File: src/rtl/if_fetch_stage.sv
// Instruction fetch: PC generation, single-outstanding imem requests,
// and a 2-entry in-order {pc, instr} buffer feeding the IF/ID register.
module if_fetch_stage #(
   parameter int           N        = 32,
   parameter int           A        = 32,
   parameter logic [A-1:0] RESET_PC = '0,
   parameter logic [A-1:0] PC_STEP  = A'(4)
) (
   input  logic         clock,
   input  logic         reset,
   output logic         imem_req,
   output logic [A-1:0] imem_addr,
   input  logic         imem_rvalid,
   input  logic [N-1:0] imem_rdata,
   input  logic         redirect_valid,
   input  logic [A-1:0] redirect_pc,
   input  logic         ready_id,
   output logic         valid_if,
   output logic [N-1:0] instr_if,
   output logic [A-1:0] pc_if
);

   typedef enum logic [1:0] {
      IDLE,
      WAIT,
      WAIT_STALE
   } state_t;

   typedef struct packed {
      logic [A-1:0] pc;
      logic [N-1:0] instr;
   } entry_t;

   state_t       state_q, state_d;
   logic [A-1:0] pc_q, pc_d;
   logic [A-1:0] fly_q, fly_d;
   logic [1:0]   count_q, count_d;
   logic         rd_ptr_q, wr_ptr_q;
   entry_t       fifo_q [2];
   entry_t       head;
   logic         push, pop, resp, issue;

   always_comb begin
      head     = fifo_q[rd_ptr_q];
      valid_if = (count_q != 2'd0) && !redirect_valid && !reset;
      pop      = valid_if && ready_id;
      push     = (state_q == WAIT) && imem_rvalid && !redirect_valid;
      resp     = imem_rvalid && (state_q != IDLE);
      count_d  = count_q + {1'b0, push} - {1'b0, pop};
      issue    = !reset && !redirect_valid && (count_d < 2'd2)
               && ((state_q == IDLE) || resp);
      instr_if = valid_if ? head.instr : '0;
      pc_if    = valid_if ? head.pc : '0;
   end

   // Redirect outranks everything; a request still in flight at redirect
   // time leaves us in WAIT_STALE so its response is swallowed.
   always_comb begin
      state_d   = state_q;
      pc_d      = pc_q;
      fly_d     = fly_q;
      imem_req  = 1'b0;
      imem_addr = '0;
      unique case (1'b1)
         redirect_valid: begin
            pc_d = redirect_pc;
            if (state_q == WAIT && !imem_rvalid)
               state_d = WAIT_STALE;
            else if (resp)
               state_d = IDLE;
         end
         issue: begin
            imem_req  = 1'b1;
            imem_addr = pc_q;
            fly_d     = pc_q;
            pc_d      = pc_q + PC_STEP;
            state_d   = WAIT;
         end
         (resp && !issue && !redirect_valid): begin
            state_d = IDLE;
         end
         default: begin
         end
      endcase
   end

   always_ff @(posedge clock) begin
      if (reset) begin
         state_q  <= IDLE;
         pc_q     <= RESET_PC;
         fly_q    <= '0;
         count_q  <= '0;
         rd_ptr_q <= 1'b0;
         wr_ptr_q <= 1'b0;
      end else begin
         state_q <= state_d;
         pc_q    <= pc_d;
         fly_q   <= fly_d;
         if (redirect_valid) begin
            count_q  <= '0;
            rd_ptr_q <= 1'b0;
            wr_ptr_q <= 1'b0;
         end else begin
            count_q <= count_d;
            if (push)
               wr_ptr_q <= ~wr_ptr_q;
            if (pop)
               rd_ptr_q <= ~rd_ptr_q;
         end
      end
   end

   always_ff @(posedge clock) begin
      if (push && !reset)
         fifo_q[wr_ptr_q] <= '{pc: fly_q, instr: imem_rdata};
   end

endmodule

File: config.mk
export PLATFORM = sky130hd
export DESIGN_NAME = if_fetch_stage
export DESIGN_NICKNAME = d
export VERILOG_FILES = /design/src/rtl/if_fetch_stage.sv
export SDC_FILE = /design/constraint.sdc
export NUM_CORES = 1
export LEC_CHECK = 0
export ABC_AREA = 1
export BUFFER_PORTS_ARGS = -buffer_cell sky130_fd_sc_hd__buf_2
export CORE_UTILIZATION = 30
export CTS_CLUSTER_SIZE = 14
export DETAILED_ROUTE_END_ITERATION = 10
export SYNTH_ARGS = -nofsm -noshare
export SYNTH_HDL_FRONTEND = slang
export SYNTH_SLANG_ARGS = --single-unit
File: constraint.sdc
create_clock -name clock -period 9.8 [get_ports clock]
set_clock_uncertainty 0.2 [all_clocks]
set_input_delay 1.96 -clock clock [delete_from_list [all_inputs] [get_ports clock]]
set_output_delay 1.96 -clock clock [all_outputs]
set_load 0.05 [all_outputs]
==> results of run 1 <==
## worst register-to-register path, cell delays in order, from the launching register on
cell and delay (ps):
dfxtp_1 350, o21ai_4 150, inv_1 60, nand2_1 90
inv_1 50, ha_1 280, inv_1 50, ha_1 150
nand3_1 170, nand3_4 680, buf_4 440, nand2_1 340
inv_1 550, nand2_1 100, nand3_1 100, nand2_1 50
inv_1 60
## sequential cells by signal (all words and copies together), names as in the netlist, named ones only
register,count
fifo_q,128
pc_q,32
count_q,2
fly_q,32
wr_ptr_q,1
state_q,2
rd_ptr_q,1
## cells by family after synthesis
kind of cell | count (synthesis) | share of synthesized area [%]
AO/OA/AOI/OAI | 147 | 9.312
buffers and inverters | 147 | 6.892
AND/OR/NAND/NOR | 479 | 22.75
flip-flops | 199 | 59.92
XOR/XNOR | 7 | 0.6977
adder cells (fa/ha/maj) | 3 | 0.4272
## synth_stat cells (all sizes together)
| library cell | count |
|---|---|
| clkbuf | 22 |
| nor2 | 98 |
| nor3 | 3 |
| a21oi | 115 |
| inv | 103 |
| nand3 | 43 |
| xnor2 | 2 |
| nand2 | 332 |
| a31oi | 3 |
| ha | 3 |
| dfxtp | 71 |
| edfxtp | 128 |
| buf | 22 |
| nand4 | 3 |
| xor2 | 5 |
| a211oi | 1 |
| o211ai | 5 |
| o21ai | 23 |
## power by group through the flow
stage          Sequential (mW)  Clock (mW)  Combinational [mW]
6_report                 0.920       0.658               0.117
5_1_grt                  0.922       0.710               0.129
4_1_cts                  0.919       0.679               0.118
3_5_place_dp             0.938           0               0.118
3_3_place_gp             0.938           0               0.117
2_1_floorplan            0.934           0              0.0798
## cells in the final DEF (no fill, tap or decap), types with 16 or more instances in the layout
cell / instances
dfxtp_1: 70
nor2_1: 79
edfxtp_1: 128
inv_1: 87
inv_2: 16
nand2_1: 332
buf_2: 166
clkbuf_16: 17
a21oi_1: 104
nand3_1: 42
## area by class of cell
type / count / area (sq um) / share of cell area, %
clock inverters: 14 / 116.4 / 1.105
clock buffers: 18 / 429.2 / 4.076
repair buffers: 176 / 905.9 / 8.603
inverters: 103 / 386.6 / 3.672
multi-input cells: 636 / 2945 / 27.97
well taps: 384 / 480.5 / 4.563
flip-flops and latches: 199 / 5266 / 50.01
## metal layers
layer	wire length (microns)	vias up	track usage (%)
met4	753	0	7.301
met2	11310	197	25.96
met3	1141	36	3.452
li1	-	3472	-
met5	0	-	0
met1	10190	3229	19.64
## path summary, 6_finish.rpt
check | endpoint | from
setup / recovery | imem_addr[2] | redirect_valid
hold / removal | fifo_q[0][61]$_DFFE_PP_ | fly_q[29]$_SDFFE_PP0N_
setup reg to reg | pc_q[12]$_SDFFE_PP0P_ | count_q[1]$_SDFF_PP0_
hold reg to reg | fifo_q[0][61]$_DFFE_PP_ | fly_q[29]$_SDFFE_PP0N_
==> out/results.tsv, run 1 <==
metric	value	unit
nNetsFinal	1205	
worst_slew_pin_slew	860.2	ps
critical_path.top_delay_family	simple AND/OR/NAND/NOR gates	
sw_frac_of_total	24.92	%
wire_per_inst	15.29	microns
num_vias	6934	
cts-resized-gates	0	
max_cap_violations	0	
clk_pin_slew	70	ps
dp_hpwl	16500	microns
portBuffers	166	
first_pass_iters	5	
critPathSlowestCell	nand3_4	
hold_viol_final	0	
path_depth	11	
rows	62	
holdWs	265.0	ps
min_path_type	reg2reg	
setup_slack	2550	ps
holdPathStages	0	
crit_chain	buf_2 -> inv_1 -> nand4_1 -> ha_1 -> inv_1 -> ha_1 -> inv_1 -> nand2_1 -> nand3_4 -> nor2_1 -> buf_2	
place_inst	1498	
ir_drop	0.1150	mV
relSlewSlack	42.65	%
finalCriticalPeriod	7250	ps
cp.buffers_inverters	5	
dpl-instance-area	9985	sq um
fin_util	36.59	%
cts_made_buffers	17	
crit_required	7640	ps
grt_max_degree	66	
outcome	completed	
syn_area_per_cell	8.948	sq um
cp_slowest_stage_delay	630	ps
pin_count	167	
max_clock_freq	0.1379	GHz
cts_setup_buffers	0	
wl	23390	microns
yosys_warnings	0	
synth_top_area_share	43.74	%
route.detailed.drc	0	
start_util	30.53	%
arrival	5090	ps
cellPowerDensity	160.9	nW/um^2
seq_power_share	54.3	%
cp-end-kind	output port	
via_per_inst	4.532	
clk_path_buf_depth	2	
ys_types	29	
p_leak	4.237	nW
power	1.695	mW
grt_use_total	15.74	%
synthesis.nets	1054	
die_y	173.1	microns
design_area	10530	sq um
grt_pass1_wl	35800	microns
cts_num_sinks	199	
clk_latency	430	ps
critPathKind	in2out	
syn-cell-area	8787	sq um
rr_worst_depth	16	
pwr-share-comb	6.9	%
report.final.slew_viol_count	0	
h-tree-depth	4	
clkPwrFrac	38.8	%
fp.dieW	173.1	microns
dieArea	29980	sq um
period_share	73.97	%
cp_common_cell	inv_1	
setup_violations	0	
grt_pass1_vias	6425	
ys_seq_elements	199	
p_sw	0.4223	mW
cp_max_fo	50	
n_antenna_cell	0	
synth_top_cell_by_area	edfxtp_1	
n_fill_cell	2950	
synthTopCellsByArea	edfxtp_1 (44%), dfxtp_1 (16%), nand2_1 (14%), a21oi_1 (5.9%), inv_1 (3.7%)	
synth_seq_area_share	59.92	%
tns	0	ps
layout-drive-gt1-share	22.95	%
ant_nets	0	
pre_cts_slack	2510	ps
p_int	1.272	mW
cts_hold_buffers	0	
r2r_slack	5880	ps
rsz0062_at_grt	no	
first_iter_violations	502	
cts_tree	done	
antenna_found_initial	0	
area_delta_synth_final	19.83	%
final_cells	1530	
cp-start-kind	input pin	
coreArea	28780	sq um
cts_root_buf	clkbuf_16	
grt_overflow_total	0	
gp_congestion	0.8490	
syn_inst	982	
No activity file was read; power rests on OpenSTA's default activity.
==> inputs of run 2 (changes only) <==
- ABC_AREA: 1 -> 0
- clock period: 9.8 -> 6.25 ns (I/O delays scaled with it)
==> run 2 against run 1 <==
  * The flow now finishes with violations (design-rule violations)
  * Worst setup slack worse by 1700 ps
  * Utilization grew 1.2 points
  * Clock power up 52%
  * Total power up 54%
  * Cell count down 21%
  * Area after synthesis is 7.9% lower
  * Via count fell by 19%
  * Sequential share of layout area grew 3.1 points
  * Global-route usage decreased by 0.98 points
  * Register-to-register slack got worse by 3000 ps
  * Largest cell class unchanged
  * Highest routed layer unchanged
==> out/results.tsv, run 2 <==
metric	value	unit
rsz0062_at_grt	no	
multiInputGateArea	2546	sq um
ys_types	37	
pin_count	167	
async_reset_ff_share	0	%
cellPowerDensity	262.7	nW/um^2
yosys_warnings	0	
synth_commonest_cells	edfxtp_1 (128), nor2_1 (100), nand2_1 (85)	
max_cap_violations	0	
layout_commonest_cell	buf_2	
dieArea	27650	sq um
top_regs	fifo_q (128), fly_q (32), pc_q (32)	
synth_top_cell_by_area	edfxtp_1	
hold_viol_final	0	
grt_pass1_wl	31210	microns
start_util	30.80	%
period_share	87.10	%
crit_required	4800	ps
cts_num_sinks	199	
cts_tree	done	
gp_congestion	0.7968	
dp_hpwl	13680	microns
cp-end-kind	output port	
syn_area_per_cell	11.61	sq um
synth_flop_cell	edfxtp_1	
cts-resized-gates	0	
cp_common_cell	inv_1	
outcome	finished with violations	
cts_root_buf	clkbuf_16	
setup_violations	0	
design_area	9918	sq um
synth_seq_area_share	65.04	%
critPathSlowestCell	inv_1	
n_antenna_cell	0	
via_per_inst	4.698	
fp.dieW	166.3	microns
seqCellArea	5269	sq um
n_fill_cell	2631	
finalCriticalPeriod	5444	ps
synth_most_common_cell	edfxtp_1	
synth-edff-count	128	
wl	20220	microns
cp_slowest_stage_delay	340	ps
dpl-instance-area	9389	sq um
report.final.slew_viol_count	0	
syn_inst	697	
synthesis.nets	769	
grt_pass1_vias	5539	
grt_max_degree	68	
cts_setup_buffers	0	
grt_use_total	14.76	%
nNetsFinal	926	
clk_latency	420	ps
synthTopCellsByArea	edfxtp_1 (47%), dfxtp_1 (18%), mux2i_1 (8.3%), nor2_1 (4.6%), nand2_1 (3.9%)	
tns	0	ps
max_clock_freq	0.1837	GHz
clk_pin_slew	70	ps
route.detailed.drc	13	
clk_path_buf_depth	2	
portBuffers	166	
h-tree-depth	4	
die_y	166.3	microns
first_pass_iters	7	
syn-cell-area	8095	sq um
top_register	fifo_q	
critPathKind	in2out	
cts_made_buffers	17	
p_leak	3.906	nW
relSlewSlack	35.97	%
grt_overflow_total	0	
violations	design-rule violations	
coreArea	26280	sq um
rows	59	
cts_hold_buffers	0	
ir_drop	0.1625	mV
first_iter_violations	329	
critical_path.top_delay_family	buffers and inverters	
min_path_type	reg2reg	
final_cell_mix	buf_2 (160), edfxtp_1 (128), nor2_1 (100)	
worst_slew_pin_slew	960.4	ps
wire_per_inst	16.83	microns
ys_seq_elements	199	
num_vias	5647	
area_delta_synth_final	22.52	%
fin_util	37.74	%
cp-start-kind	input pin	
crit_chain	buf_2 -> nor2_1 -> o21ai_4 -> inv_1 -> and2_1 -> ha_1 -> inv_1 -> ha_1 -> xor3_1 -> nor2_1 -> nand2_1 -> inv_1 -> buf_12 -> nand2_1 -> inv_1 -> buf_2	
ant_nets	0	
cp.buffers_inverters	7	
cp_max_fo	20	
synth_top_area_share	47.48	%
largest_register_ffs	128	
arrival	3990	ps
layout-drive-gt1-share	24.34	%
antenna_found_initial	0	
## run 2: changes by cell type after synthesis, sizes merged, moves of 18 or more
cell    change
a211oi     +18
a21oi      -79
inv        -62
mux2i      +67
nand2     -247
nand3      -31
xnor2      +19
## run 2: worst register-to-register path: stages (launching register included)
cell      delay [ps]
dfxtp_1          400
nand2_1          130
nor2_1           200
nand2_1          110
ha_1             280
inv_1             40
ha_1             190
xnor3_2          250
nand2_1          230
or4_4            650
or3_1            320
a311oi_1         270
## run 2: layer usage
metal | track usage [%] | part of all wire [%] | vias up
li1 | - | - | 2757
met1 | 18.63 | 45 | 2733
met2 | 24.82 | 49 | 142
met3 | 3.456 | 4.7 | 15
met4 | 4.992 | 1.3 | 0
met5 | 0 | 0 | -
## run 2: power by group
part | internal, mW | switching [mW]
clock network | 0.515 | 0.490
registers | 1.42 | 0.0339
logic | 0.0539 | 0.0945
total | 1.99 | 0.618
## run 2: cell families (layout without fill, tap and decap cells)
family / count (synthesis) / after routing / share of synthesized area (%)
AO/OA/AOI/OAI: 74 / 74 / 5.611
buffers and inverters: 78 / 248 / 3.895
AND/OR/NAND/NOR: 248 / 248 / 13.31
XOR/XNOR: 28 / 28 / 3.400
multiplexers: 67 / 67 / 8.284
adder cells (fa/ha/maj): 3 / 3 / 0.4637
flip-flops: 199 / 199 / 65.04
## run 2: worst paths after layout
check        slack, ps  cells past startpoint                       to                     from
max reg2reg       2910                     11    pc_q[26]$_SDFFE_PP0P_  state_q[0]$_SDFFE_PP0P_
min reg2reg        250                      0  fifo_q[1][59]$_DFFE_PP_   fly_q[27]$_SDFFE_PP0N_
max                810                     16            imem_addr[10]           redirect_valid
min                250                      0  fifo_q[1][59]$_DFFE_PP_   fly_q[27]$_SDFFE_PP0N_
## run 2: final cells by class
type / count / area share (%)
sequential: 199 / 53.12
multi-input combinational: 420 / 25.67
timing repair buffer: 175 / 10.09
clock buffer: 19 / 4.365
tap: 335 / 4.226
inverter: 41 / 1.552
clock inverter: 13 / 0.9714
## run 2: stage by stage
step / instances / total power, mW / hold slack, ps / worst slack, ps
after global routing: 1202 / 2.707 / 266.5 / 492.9
after global placement: 1170 / 1.629 / 230.5 / 898.6
after detailed placement: 1170 / 1.631 / 239.6 / 792.8
after CTS: 1202 / 2.645 / 254.5 / 777.5
after floorplan: 697 / 1.560 / 225.4 / 162.2
final: 1202 / 2.606 / 251.7 / 806.3
